[src/rtl/jk_cmd_debounce_if.sv]
// Button/command bundle between the raw push-buttons and the JK flip-flop.
// Latency: none, wires only.
// Backpressure: none; buttons are free-running levels and J/K are single-cycle pulses.
interface jk_cmd_debounce_if;
    logic btn_set;
    logic btn_clr;
    logic J;
    logic K;
    logic set_lvl;
    logic clr_lvl;
    logic pending;

    // Stimulus side: drives the raw buttons, observes commands and status.
    modport master (
        output btn_set,
        output btn_clr,
        input  J,
        input  K,
        input  set_lvl,
        input  clr_lvl,
        input  pending
    );

    // Command stage side.
    modport slave (
        input  btn_set,
        input  btn_clr,
        output J,
        output K,
        output set_lvl,
        output clr_lvl,
        output pending
    );
endinterface

[src/rtl/jk_cmd_debounce.sv]
// Synchronise + debounce set/clear buttons, pair near-simultaneous presses into a J=K toggle pulse.
// Latency: 2 sync + DEBOUNCE_CYCLES to stable level; then 1 (unpaired/simultaneous/partner) or PAIR_WINDOW+1 cycles to J/K.
// Backpressure: none; J/K are single-cycle pulses, 0 otherwise. Optional auto-repeat: JK_CMD_AUTOREPEAT_EN.
module jk_cmd_debounce #(
    parameter int DEBOUNCE_CYCLES = 16,
    parameter int PAIR_WINDOW     = 8,
    parameter int REPEAT_CYCLES   = 64,
    parameter int CNT_W           = 8
) (
    input  logic            clk,
    input  logic            rst,
    jk_cmd_debounce_if.slave cmd
);
    localparam logic [1:0] IDLE   = 2'd0;
    localparam logic [1:0] WAIT_S = 2'd1;
    localparam logic [1:0] WAIT_C = 2'd2;

    localparam logic [CNT_W-1:0] DEB_MAX  = CNT_W'(DEBOUNCE_CYCLES - 1);
    localparam logic [CNT_W-1:0] WIN_LOAD = CNT_W'(PAIR_WINDOW);

    logic [1:0]       set_sync, clr_sync;
    logic [CNT_W-1:0] set_deb, clr_deb;
    logic             set_lvl, clr_lvl;
    logic             set_lvl_d, clr_lvl_d;
    logic             set_rise, clr_rise;

    logic [1:0]       state, state_nxt;
    logic [CNT_W-1:0] win_cnt, win_nxt;
    logic             j_q, k_q, j_nxt, k_nxt;
    logic             rep_s_fire, rep_c_fire;

    // Two-flop synchronisers for the asynchronous buttons.
    always_ff @(posedge clk or posedge rst) begin
        if (rst) begin
            set_sync <= 2'b00;
            clr_sync <= 2'b00;
        end else begin
            set_sync <= {set_sync[0], cmd.btn_set};
            clr_sync <= {clr_sync[0], cmd.btn_clr};
        end
    end

    // Set channel debounce: flip the stable level after DEBOUNCE_CYCLES consecutive disagreeing cycles.
    always_ff @(posedge clk or posedge rst) begin
        if (rst) begin
            set_deb <= '0;
            set_lvl <= 1'b0;
        end else if (set_sync[1] != set_lvl) begin
            if (set_deb == DEB_MAX) begin
                set_lvl <= set_sync[1];
                set_deb <= '0;
            end else begin
                set_deb <= set_deb + CNT_W'(1);
            end
        end else begin
            set_deb <= '0;
        end
    end

    // Clear channel debounce, identical to the set channel.
    always_ff @(posedge clk or posedge rst) begin
        if (rst) begin
            clr_deb <= '0;
            clr_lvl <= 1'b0;
        end else if (clr_sync[1] != clr_lvl) begin
            if (clr_deb == DEB_MAX) begin
                clr_lvl <= clr_sync[1];
                clr_deb <= '0;
            end else begin
                clr_deb <= clr_deb + CNT_W'(1);
            end
        end else begin
            clr_deb <= '0;
        end
    end

    // Delayed stable levels for press (0->1) edge detection; releases produce nothing.
    always_ff @(posedge clk or posedge rst) begin
        if (rst) begin
            set_lvl_d <= 1'b0;
            clr_lvl_d <= 1'b0;
        end else begin
            set_lvl_d <= set_lvl;
            clr_lvl_d <= clr_lvl;
        end
    end

    assign set_rise = set_lvl & ~set_lvl_d;
    assign clr_rise = clr_lvl & ~clr_lvl_d;

`ifdef JK_CMD_AUTOREPEAT_EN
    localparam logic [CNT_W-1:0] REP_MAX = CNT_W'(REPEAT_CYCLES - 1);

    logic [CNT_W-1:0] rep_s, rep_c, rep_s_nxt, rep_c_nxt;

    // Per-channel repeat timers run only in IDLE with the level held; a held pair shares the set timer's phase.
    always_comb begin
        rep_s_nxt  = '0;
        rep_c_nxt  = '0;
        rep_s_fire = 1'b0;
        rep_c_fire = 1'b0;
        if (state == IDLE && !set_rise && !clr_rise) begin
            if (set_lvl) begin
                if (rep_s == REP_MAX) rep_s_fire = 1'b1;
                else                  rep_s_nxt  = rep_s + CNT_W'(1);
            end
            if (clr_lvl) begin
                if (rep_c == REP_MAX) rep_c_fire = 1'b1;
                else                  rep_c_nxt  = rep_c + CNT_W'(1);
            end
            if (set_lvl && clr_lvl) begin
                rep_c_nxt  = rep_s_nxt;
                rep_c_fire = rep_s_fire;
            end
        end
    end

    // Repeat timer state.
    always_ff @(posedge clk or posedge rst) begin
        if (rst) begin
            rep_s <= '0;
            rep_c <= '0;
        end else begin
            rep_s <= rep_s_nxt;
            rep_c <= rep_c_nxt;
        end
    end
`else
    logic unused_rep;
    assign unused_rep = (REPEAT_CYCLES > 0);
    assign rep_s_fire = 1'b0;
    assign rep_c_fire = 1'b0;
`endif

    // Pairing FSM: a lone press waits PAIR_WINDOW cycles for its partner before issuing its own command.
    always_comb begin
        state_nxt = state;
        win_nxt   = win_cnt;
        j_nxt     = 1'b0;
        k_nxt     = 1'b0;
        case (state)
            IDLE: begin
                if (set_rise && clr_rise) begin
                    j_nxt = 1'b1;
                    k_nxt = 1'b1;
                end else if (set_rise) begin
                    if (PAIR_WINDOW == 0) begin
                        j_nxt = 1'b1;
                    end else begin
                        state_nxt = WAIT_S;
                        win_nxt   = WIN_LOAD;
                    end
                end else if (clr_rise) begin
                    if (PAIR_WINDOW == 0) begin
                        k_nxt = 1'b1;
                    end else begin
                        state_nxt = WAIT_C;
                        win_nxt   = WIN_LOAD;
                    end
                end
            end
            WAIT_S: begin
                // The window is reaching 0 on this edge when it holds 1.
                if (clr_rise || win_cnt <= CNT_W'(1)) begin
                    j_nxt     = 1'b1;
                    k_nxt     = clr_rise;
                    state_nxt = IDLE;
                    win_nxt   = '0;
                end else begin
                    win_nxt = win_cnt - CNT_W'(1);
                end
            end
            WAIT_C: begin
                if (set_rise || win_cnt <= CNT_W'(1)) begin
                    j_nxt     = set_rise;
                    k_nxt     = 1'b1;
                    state_nxt = IDLE;
                    win_nxt   = '0;
                end else begin
                    win_nxt = win_cnt - CNT_W'(1);
                end
            end
            default: begin
                state_nxt = IDLE;
                win_nxt   = '0;
            end
        endcase
        j_nxt = j_nxt | rep_s_fire;
        k_nxt = k_nxt | rep_c_fire;
    end

    // FSM state, window counter and registered command pulses; reset discards any pending command.
    always_ff @(posedge clk or posedge rst) begin
        if (rst) begin
            state   <= IDLE;
            win_cnt <= '0;
            j_q     <= 1'b0;
            k_q     <= 1'b0;
        end else begin
            state   <= state_nxt;
            win_cnt <= win_nxt;
            j_q     <= j_nxt;
            k_q     <= k_nxt;
        end
    end

    assign cmd.J       = j_q;
    assign cmd.K       = k_q;
    assign cmd.set_lvl = set_lvl;
    assign cmd.clr_lvl = clr_lvl;
    assign cmd.pending = (state == WAIT_S) || (state == WAIT_C);
endmodule

[src/flat_wrapper.sv]
// flat-port wrapper written by rule: the top's interface ports become plain ports
module jk_cmd_debounce_flat 
#(
    parameter int DEBOUNCE_CYCLES = 16,
    parameter int PAIR_WINDOW     = 8,
    parameter int REPEAT_CYCLES   = 64,
    parameter int CNT_W           = 8
)
  (clk, rst, cmd_btn_set, cmd_btn_clr, cmd_J, cmd_K, cmd_set_lvl, cmd_clr_lvl, cmd_pending);
  jk_cmd_debounce_if cmd_i ();
  input  logic clk;
  input  logic rst;
  input wire logic [$bits(cmd_i.btn_set)-1:0] cmd_btn_set;
  input wire logic [$bits(cmd_i.btn_clr)-1:0] cmd_btn_clr;
  output wire logic [$bits(cmd_i.J)-1:0] cmd_J;
  output wire logic [$bits(cmd_i.K)-1:0] cmd_K;
  output wire logic [$bits(cmd_i.set_lvl)-1:0] cmd_set_lvl;
  output wire logic [$bits(cmd_i.clr_lvl)-1:0] cmd_clr_lvl;
  output wire logic [$bits(cmd_i.pending)-1:0] cmd_pending;
  assign cmd_i.btn_set = cmd_btn_set;
  assign cmd_i.btn_clr = cmd_btn_clr;
  assign cmd_J = cmd_i.J;
  assign cmd_K = cmd_i.K;
  assign cmd_set_lvl = cmd_i.set_lvl;
  assign cmd_clr_lvl = cmd_i.clr_lvl;
  assign cmd_pending = cmd_i.pending;
  jk_cmd_debounce #(.DEBOUNCE_CYCLES(DEBOUNCE_CYCLES), .PAIR_WINDOW(PAIR_WINDOW), .REPEAT_CYCLES(REPEAT_CYCLES), .CNT_W(CNT_W)) u_core (.clk(clk), .rst(rst), .cmd(cmd_i));
endmodule
[config.mk]
export PLATFORM = sky130hd
export DESIGN_NAME = jk_cmd_debounce_flat
export DESIGN_NICKNAME = d
export VERILOG_FILES = /design/src/rtl/jk_cmd_debounce_if.sv /design/src/rtl/jk_cmd_debounce.sv /design/src/flat_wrapper.sv
export SDC_FILE = /design/constraint.sdc
export NUM_CORES = 1
export LEC_CHECK = 0
export ABC_CLOCK_PERIOD_IN_PS = 1800
export CAP_MARGIN = 30
export CORE_MARGIN = 5
export CORE_UTILIZATION = 50
export DETAILED_ROUTE_END_ITERATION = 10
export GPL_ROUTABILITY_DRIVEN = 0
export PLACE_DENSITY = 0.71
export SLEW_MARGIN = 30
export SYNTH_ARGS = -nofsm -noshare
export SYNTH_HDL_FRONTEND = slang
export SYNTH_SLANG_ARGS = --single-unit
[constraint.sdc]
create_clock -name clk -period 1.8 [get_ports clk]
set_input_delay 0.45 -clock clk [delete_from_list [all_inputs] [get_ports clk]]
set_output_delay 0.45 -clock clk [all_outputs]
set_load 0.02 [all_outputs]
# Yosys cells after proc, flatten, opt, wreduce, memory -nomap -nowiden
# Index checks and enable logic that the tools add are counted.
dict set report word_totals {
  regBits 36
  latchBits 0
  ramBits 0
  mem_bits_ro 0
  inputBits 4
  wordCells 62
  n_memories 0
}
dict set report op_classes {
  addsub 3
  multipliers 0
  div_mod_pow 0
  order_cmp 1
  eq_ne 10
  shift 0
  n_mux 23
  bitwise 4
  n_reduce_logical 9
}
# operator count
set op_table {}
lappend op_table {{$mux 8} 9}
lappend op_table {{$pmux 8 s3} 1}
lappend op_table {{$add 8x1->8 const B} 2}
lappend op_table {{$eq 8x4->1 const B} 2}
lappend op_table {{$mux 2} 5}
lappend op_table {{$le 8x1->1 const B} 1}
lappend op_table {{$sub 8x1->8 const B} 1}
lappend op_table {{$pmux 1 s3} 2}
lappend op_table {{$pmux 2 s3} 1}
lappend op_table {{$reduce_and 2->1} 3}
lappend op_table {{$mux 1} 5}
lappend op_table {{$ne 2x1->1 const B} 2}
lappend op_table {{$reduce_and 4->1} 1}
lappend op_table {{$logic_or 1x1->1} 3}
lappend op_table {{$ne 3x1->1 const B} 1}
lappend op_table {{$and 1x1->1} 2}
lappend op_table {{$eq 2x1->1 const B} 1}
lappend op_table {{$eq 2x2->1 const B} 1}
lappend op_table {{$logic_not 2->1} 1}
lappend op_table {{$ne 1x1->1} 2}
lappend op_table {{$ne 2x2->1 const B} 1}
lappend op_table {{$not 1->1} 2}
lappend op_table {{$logic_and 1x1->1} 1}

# Longest topological paths before layout
# Gate-level depths: netlist (run 1).
dict set report logic_depth {
  ltp_word 6
  ltp_mapped 7
  mapped_depth_nobuf 7
}

# Least setup slack after synthesis (run 1)
# No wires, ideal clock.
dict set report synth_timing {
  kind {register -> register}
  start {reg u_core.win_cnt[0]}
  end {reg u_core.win_cnt[6]}
  arrival_ps 1795
  required_time_ps 1718
  slack_ps -77
  stages_incl_launch_ff 8
  n_path_buf 0
  period_less_slack_ps 1877
  cell_sequence {dfrtp_1 -> inv_1 -> ha_1 -> nor2_1 -> nor4b_4 -> nor3_2 -> or3b_1 -> o22ai_1}
}
dict set report synth_via {
  elab_chain_len 4
}
# item line
set synth_rtl {}
lappend synth_rtl {{start, declared} jk_cmd_debounce.sv:28} ;# logic [CNT_W-1:0] win_cnt, win_nxt;
lappend synth_rtl {{start signal, assigned} jk_cmd_debounce.sv:201} ;# win_cnt <= win_nxt;
lappend synth_rtl {{$le 8x1->1} {jk_cmd_debounce.sv:164, jk_cmd_debounce.sv:174}}
lappend synth_rtl {{$logic_or 1x1->1 (on tied branches)} {jk_cmd_debounce.sv:174, jk_cmd_debounce.sv:164}}
lappend synth_rtl {{$mux 8 (on tied branches)} {jk_cmd_debounce.sv:174, jk_cmd_debounce.sv:164}}
lappend synth_rtl {{$pmux 8 s3 (*)} jk_cmd_debounce.sv:141} ;# case (state)
# Every way passes the cells marked *; elsewhere a longest branch is shown, timed or not.
# A chain may end at the register's enable or synchronous reset.

# Worst setup path in the final report (run 1)
dict set report layout_timing {
  start {reg u_core.state[1]}
  end {reg u_core.win_cnt[4]}
}
dict set report layout_via {
  elab_chain_len 3
}
# item line
set layout_rtl {}
lappend layout_rtl {{start, declared} jk_cmd_debounce.sv:27} ;# logic [1:0] state, state_nxt;
lappend layout_rtl {{start signal, assigned} jk_cmd_debounce.sv:200} ;# state <= state_nxt;
lappend layout_rtl {{$logic_not 2->1} jk_cmd_debounce.sv:141}
lappend layout_rtl {{$ne 3x1->1 (no source line) or $ne 2x2->1 (tied branches)} --}
lappend layout_rtl {{$reduce_and 2->1 (no source line)} --}
# Several ways; a longest one is shown, not always the timed one.

==> results.py, run 1 <==
metrics = {
    "floorplan": {
        "die-area_sq_mm": 0.00473,
        "die_x_um": 68.7,
        "fp.coreArea_sq_mm": 0.00334,
        "rows": 21,
        "die_y_um": 68.7,
        "num_io_pins": 9,
        "initial_core_util": 0.517,
    },
    "worst_setup_path": {
        "worstPathRequired_ns": 2.05,
        "worstPathMaxFanout": 6,
        "reg2reg_depth": 6,
        "reg2reg_from": "u_core.state[1]$_DFFE_PP0P_",
        "cp_top_family": "simple AND/OR/NAND/NOR gates",
        "max_stage_delay_ns": 0.43,
        "cp_slowest_cell": "or3b_4",
        "endpoint_kind": "register",
        "worstPathArrival_ns": 2.06,
        "path_buf_inv": 1,
        "critPathLaunch": "u_core.state[1]$_DFFE_PP0P_",
        "worstSetupPathDepth": 6,
        "crit_path_cell_trace": "inv_1, ha_1, a22oi_1, nor3_4, or3b_4, mux2i_1",
        "crit_path_start_kind": "register",
        "critPathKind": "register to register",
    },
    "synth": {
        "synth_fa_ha_area_frac": 0.0580,
        "yosys.area_share.simple": 0.207,
        "ys_seq_area_frac": 0.522,
        "yosysWarnings": 0,
        "ys_types": 34,
        "synth.area.mux_share": 0.0189,
        "synth_compound_area_frac": 0.0906,
        "ys.flop_type": "dfrtp_1",
        "synthesis.instances": 164,
        "synth_xor_area_frac": 0.0812,
        "syn_nets": 176,
        "ys_seq_elements": 36,
        "synth_top_family_by_area": "simple AND/OR/NAND/NOR gates",
        "async_flop_share": 1.00,
        "synth-edff-count": 0,
        "postSynthAreaPerCell_sq_um": 10.5,
        "syn_area_sq_mm": 0.00173,
    },
    "sta": {
        "hold-worst-slack_ns": 0.359,
        "period_share": 1.00,
        "layout_setup_ws_ns": -0.00489,
        "setup-violations-final": 1,
        "final-hold-violation-count": 0,
        "slew_headroom": 0.714,
        "rsz0062_at_grt": "true",
        "worst_pin_slew_ns": 0.430,
        "fin_crit_ns": 1.80,
        "slew_viol_final": 0,
        "max_freq_mhz": 554,
        "clock_skew_ns": 0.00489,
    },
    "placement": {
        "port-buffer-count": 8,
        "dpl.hpwl_um": 2430,
        "pre_cts_ws_ns": -0.0485,
    },
    "power_and_ir_drop": {
        "leakagePower_nw": 1.06,
        "ir_drop_mv": 0.445,
        "power.density_mw_per_mm2": 622,
    },
    "hold_path": {
        "whs_path_depth": 0,
        "min_from": "u_core.set_sync[0]$_DFF_PP0_",
        "hold_path.class": "register to register",
    },
    "route": {
        "routedWlPerCell_um": 14.1,
        "drcViolationCount": 0,
        "vias": 1310,
        "first_pass_iters": 4,
        "drt_wl_total_um": 3430,
        "via_per_inst": 5.37,
        "antenna_left": 0,
        "drt_iter0_markers": 84,
    },
    "global_route": {
        "grt_pass1_wl_um": 5800,
        "antenna_found_initial": 0,
        "grt_usage": 0.166,
        "grt.overflow.total": 0,
        "grt_pass1_vias": 1344,
        "grt_max_degree": 37,
    },
    "final_layout": {
        "num-nets-final": 212,
        "final_cell_mix": "36 x dfrtp_1, 20 x nor2_1, 20 x buf_4, 16 x nand2_1",
        "nFillCells": 293,
        "layout_commonest_cell": "dfrtp_1",
        "synthToLayoutAreaGrowth_pct": 23.1,
        "diodes": 0,
        "layout-drive-gt1-share": 0.227,
    },
    "clocking": {
        "clk-insertion-delay-late_ns": 0.33,
        "cts_root_buf": "clkbuf_4",
        "clockBufferDepth": 2,
        "htreeDepth": 2,
        "cts_buffers": 5,
        "cts_sinks": 36,
        "clk_pin_slew_ns": 0.10,
        "holdBufCountCts": 0,
        "cts_tree": "done",
    },
    "run_status": {
        "outcome": "complete, but fails checks",
        "failed_checks": "setup timing",
    },
    "job": {
        "cap_violations": 0,
    },
}
==> through the flow <==
step	utilization	power (W)	setup TNS (ns)	area, sq um	instances
finish	0.636	0.00132	-0.00489	2120	244
floorplan	-	0.000917	-0.0537	1730	164
global route	0.636	0.00138	-0.193	2120	244
CTS	0.619	0.00133	-0.0111	2060	241
global placement	0.603	0.000954	0	2010	235
detailed placement	0.603	0.000958	-0.0787	2010	235
==> where the power goes <==
part           switching [W]  internal (W)
sequential         0.0000147      0.000827
combinational      0.0000555     0.0000459
clock               0.000246      0.000131
total               0.000317       0.00100
==> layer usage <==
metal,track usage,part of all wire,vias to the layer above
met5,0,0,-
met4,0.0584,0.014,0
met3,0.0583,0.043,7
met2,0.297,0.53,28
met1,0.181,0.41,641
li1,-,-,634
==> cells in the mapped netlist (2+ instances only) <==
cell	n	share of area
o21ai_0	4	0.012
xor2_1	8	0.041
o311ai_0	2	0.010
nand3_1	8	0.023
and2b_1	2	0.0087
or3_2	2	0.0087
xnor2_1	8	0.041
nand2_1	16	0.035
o22ai_1	2	0.0073
inv_1	9	0.020
o211ai_1	2	0.0087
dfrtp_1	36	0.52
nor2_1	21	0.046
a21o_1	3	0.013
nand2b_1	3	0.011
and2_1	2	0.0073
and3_1	5	0.018
ha_1	8	0.058
mux2_2	2	0.013
a21oi_1	5	0.015
nor4_1	3	0.011
==> sequential cells by signal, indices dropped and copies added, names as in the netlist, 2 cells and up <==
signal / cells
u_core.clr_deb: 8
u_core.clr_sync: 2
u_core.set_deb: 8
u_core.set_sync: 2
u_core.state: 2
u_core.win_cnt: 8
==> cell families after synthesis <==
family / after synthesis
AND/OR/NAND/NOR: 68
flip-flops: 36
AO/OA/AOI/OAI: 23
XOR/XNOR: 16
buffers and inverters: 10
adder cells (fa/ha/maj): 8
multiplexers: 3
==> area by class of cell <==
type / count / area [sq um] / area share
multi-input combinational: 118 / 840 / 0.395
clock buffer: 5 / 37.5 / 0.0177
timing repair buffer: 30 / 254 / 0.120
sequential: 36 / 901 / 0.424
tap: 46 / 57.6 / 0.0271
inverter: 9 / 33.8 / 0.0159
==> worst reg2reg max path, delay by kind of cell (launching register included) <==
family                   cells  cell delay, ns
AO/OA/AOI/OAI                1            0.18
adder cells (fa/ha/maj)      1            0.22
buffers and inverters        1            0.09
flip-flops                   1            0.41
multiplexers                 1            0.16
AND/OR/NAND/NOR              2            0.67
==> final timing paths <==
| path | to | slack [ns] |
|---|---|---|
| max in group asynchronous | u_core.clr_deb[4]$_DFF_PP0_ | 1.17 |
| setup reg to reg | u_core.win_cnt[4]$_DFFE_PP0P_ | -0.005 |
| min in group asynchronous | u_core.win_cnt[4]$_DFFE_PP0P_ | 0.45 |
| hold / removal | u_core.set_sync[1]$_DFF_PP0_ | 0.36 |
| setup / recovery | u_core.win_cnt[4]$_DFFE_PP0P_ | -0.005 |
| hold reg to reg | u_core.set_sync[1]$_DFF_PP0_ | 0.36 |
==> what timing repair did <==
| action | in CTS | in global routing |
|---|---|---|
| buffers inserted | 1 | 3 |
| pin swaps | 2 | 4 |
| resized for setup | 9 | 10 |
| setup endpoints to repair | 6 | 8 |
(Power assumes the default switching activity.)
==> inputs of run 2 (changes only) <==
==> constraint.sdc (replaced) <==
create_clock -name clk -period 1.8 [get_ports clk]
set_input_delay 0.45 -clock clk [delete_from_list [all_inputs] [get_ports clk]]
set_output_delay 0.45 -clock clk [all_outputs]
set_load 0.05 [all_outputs]
==> run 2 against run 1 <==
  * The run still ends with setup timing left
  * Global-route usage shrank 0.66 points
  * Flip-flop and latch count stayed put
  * Clock power rose by 17%
  * Core utilization grew 0.86 points
  * Die area is the same
  * Power grew 5.9%
  * Fmax shrank 0.89%
  * Highest routed layer unchanged
==> results.py, run 2 (synthesized netlist as in run 1, its figures left out) <==
metrics = {
    "clocking": {
        "htreeDepth": 2,
        "cts_sinks": 36,
        "cts_tree": "done",
        "clk_pin_slew_ns": 0.10,
        "cts_buffers": 5,
        "cts_root_buf": "clkbuf_4",
        "clk-insertion-delay-late_ns": 0.32,
        "clockBufferDepth": 2,
    },
    "final_layout": {
        "layout_commonest_cell": "dfrtp_1",
        "post-route-util": 0.645,
        "synthToLayoutAreaGrowth_pct": 24.7,
        "diodes": 0,
        "reg_top3": "u_core.clr_deb x8, u_core.set_deb x8, u_core.win_cnt x8",
        "multiInputGateArea_sq_um": 858,
        "register_area_sq_um": 905,
        "final_cell_mix": "33 x dfrtp_1, 19 x nor2_1, 18 x buf_4, 16 x nand2_1",
        "nFillCells": 273,
        "num-nets-final": 207,
        "layout-drive-gt1-share": 0.296,
    },
    "worst_setup_path": {
        "max_stage_delay_ns": 0.40,
        "cp_slowest_cell": "or3_4",
        "worstPathMaxFanout": 7,
        "worstPathRequired_ns": 2.02,
        "endpoint_kind": "register",
        "critPathKind": "register to register",
        "worstPathArrival_ns": 2.04,
        "crit_path_cell_trace": "or3_4, nor4b_4, nor3_4, a21o_1, a221o_1",
        "crit_path_start_kind": "register",
    },
    "floorplan": {
        "die_y_um": 68.7,
        "die_x_um": 68.7,
        "fp.coreArea_sq_mm": 0.00334,
        "die-area_sq_mm": 0.00473,
        "rows": 21,
        "num_io_pins": 9,
        "initial_core_util": 0.517,
    },
    "sta": {
        "layout_setup_ws_ns": -0.0211,
        "slew_headroom": 0.762,
        "setup-violations-final": 1,
        "max_freq_mhz": 549,
        "period_share": 1.01,
        "slew_viol_final": 0,
        "final-hold-violation-count": 0,
        "hold-worst-slack_ns": 0.359,
        "worst_pin_slew_ns": 0.357,
        "clock_skew_ns": 0.00539,
        "fin_crit_ns": 1.82,
        "rsz0062_at_grt": "true",
        "fin_setup_tns_ns": -0.0211,
    },
    "run_status": {
        "outcome": "complete, but fails checks",
        "failed_checks": "setup timing",
    },
    "power_and_ir_drop": {
        "ir_drop_mv": 0.511,
        "leakagePower_nw": 1.05,
        "power.density_mw_per_mm2": 650,
    },
    "global_route": {
        "grt_pass1_wl_um": 5570,
        "grt_pass1_vias": 1271,
        "grt_max_degree": 30,
        "grt_usage": 0.160,
        "grt.overflow.total": 0,
        "antenna_found_initial": 0,
    },
    "route": {
        "first_pass_iters": 4,
        "routedWlPerCell_um": 13.5,
        "via_per_inst": 5.33,
        "drt_iter0_markers": 107,
        "drt_wl_total_um": 3260,
        "drcViolationCount": 0,
        "antenna_left": 0,
        "vias": 1291,
    },
    "placement": {
        "pre_cts_ws_ns": -0.0301,
        "port-buffer-count": 8,
        "dpl.hpwl_um": 2300,
    },
    "job": {
        "cap_violations": 0,
    },
    "hold_path": {
        "hold_path.class": "register to register",
    },
}
run 2: cell count changes in the layout (fill, tap and decap cells not counted), sizes merged:
cell and change:
clkinv +2, dlygate4sd2 -2, buf -1, clkdlybuf4s50 -2, clkbuf +1
run 2: layer usage:
metal  routed length (um)  vias up  global-route usage
li1                     -      628                   -
met1                 1400      634               0.189
met5                    0        -                   0
met2                 1730       25               0.274
met4                   29        0              0.0438
met3                  106        4              0.0551
run 2: repair_timing:
item	4_1_cts	5_1_grt
setup endpoints to repair	5	10
hold buffers	0	0
buffers inserted	1	3
pin swaps	1	3
gates resized for setup	3	21
run 2: metrics by stage:
step,std cells,power (W),area (sq um)
2_1_floorplan,164,0.000922,1730
3_3_place_gp,230,0.000960,1990
3_5_place_dp,230,0.000964,1990
4_1_cts,239,0.00141,2070
5_1_grt,242,0.00148,2150
6_report,242,0.00140,2150
run 2: critical path, delay by kind of cell (launching register included):
family,cells,cell delay (ns)
DFF,1,0.39
AOI/OAI and AO/OA,2,0.51
and+or+nand+nor,3,0.81
run 2: area by class of cell:
class / instances / share of cell area
flip-flops and latches: 36 / 0.420
multi-input cells: 118 / 0.399
repair buffers: 25 / 0.110
well taps: 46 / 0.0267
clock buffers: 6 / 0.0238
inverters: 9 / 0.0157
clock inverters: 2 / 0.00465
run 2: path summary, 6_finish.rpt:
check | startpoint | to | slack [ns] | depth (start not counted)
setup / recovery | u_core.win_cnt[5]$_DFFE_PP0P_ | u_core.win_cnt[3]$_DFFE_PP0P_ | -0.02 | 5
hold / removal | u_core.clr_sync[0]$_DFF_PP0_ | u_core.clr_sync[1]$_DFF_PP0_ | 0.36 | 0
setup reg to reg | u_core.win_cnt[5]$_DFFE_PP0P_ | u_core.win_cnt[3]$_DFFE_PP0P_ | -0.02 | 5
hold reg to reg | u_core.clr_sync[0]$_DFF_PP0_ | u_core.clr_sync[1]$_DFF_PP0_ | 0.36 | 0
max in group asynchronous | rst | u_core.cmd.set_lvl$_DFFE_PP0P_ | 0.96 | 3
min in group asynchronous | rst | u_core.state[0]$_DFFE_PP0P_ | 0.37 | 2
run 2: report_power, final:
group	leakage, nW	switching, W	internal, W
Clock	0.0380	0.000256	0.000186
Sequential	0.484	0.0000156	0.000827
Combinational	0.532	0.0000618	0.0000522
Total	1.05	0.000333	0.00107
==> inputs of run 3 (changes only) <==
--- a/config.mk
+++ b/config.mk
@@ -12,7 +12,7 @@
 export DETAILED_ROUTE_END_ITERATION = 10
 export GPL_ROUTABILITY_DRIVEN = 0
 export PLACE_DENSITY = 0.71
-export SLEW_MARGIN = 30
+export SLEW_MARGIN = 20
 export SYNTH_ARGS = -nofsm -noshare
 export SYNTH_HDL_FRONTEND = slang
 export SYNTH_SLANG_ARGS = --single-unit
==> results of run 3 <==
No change in the layout: final DEF, timing and power equal those of run 2.
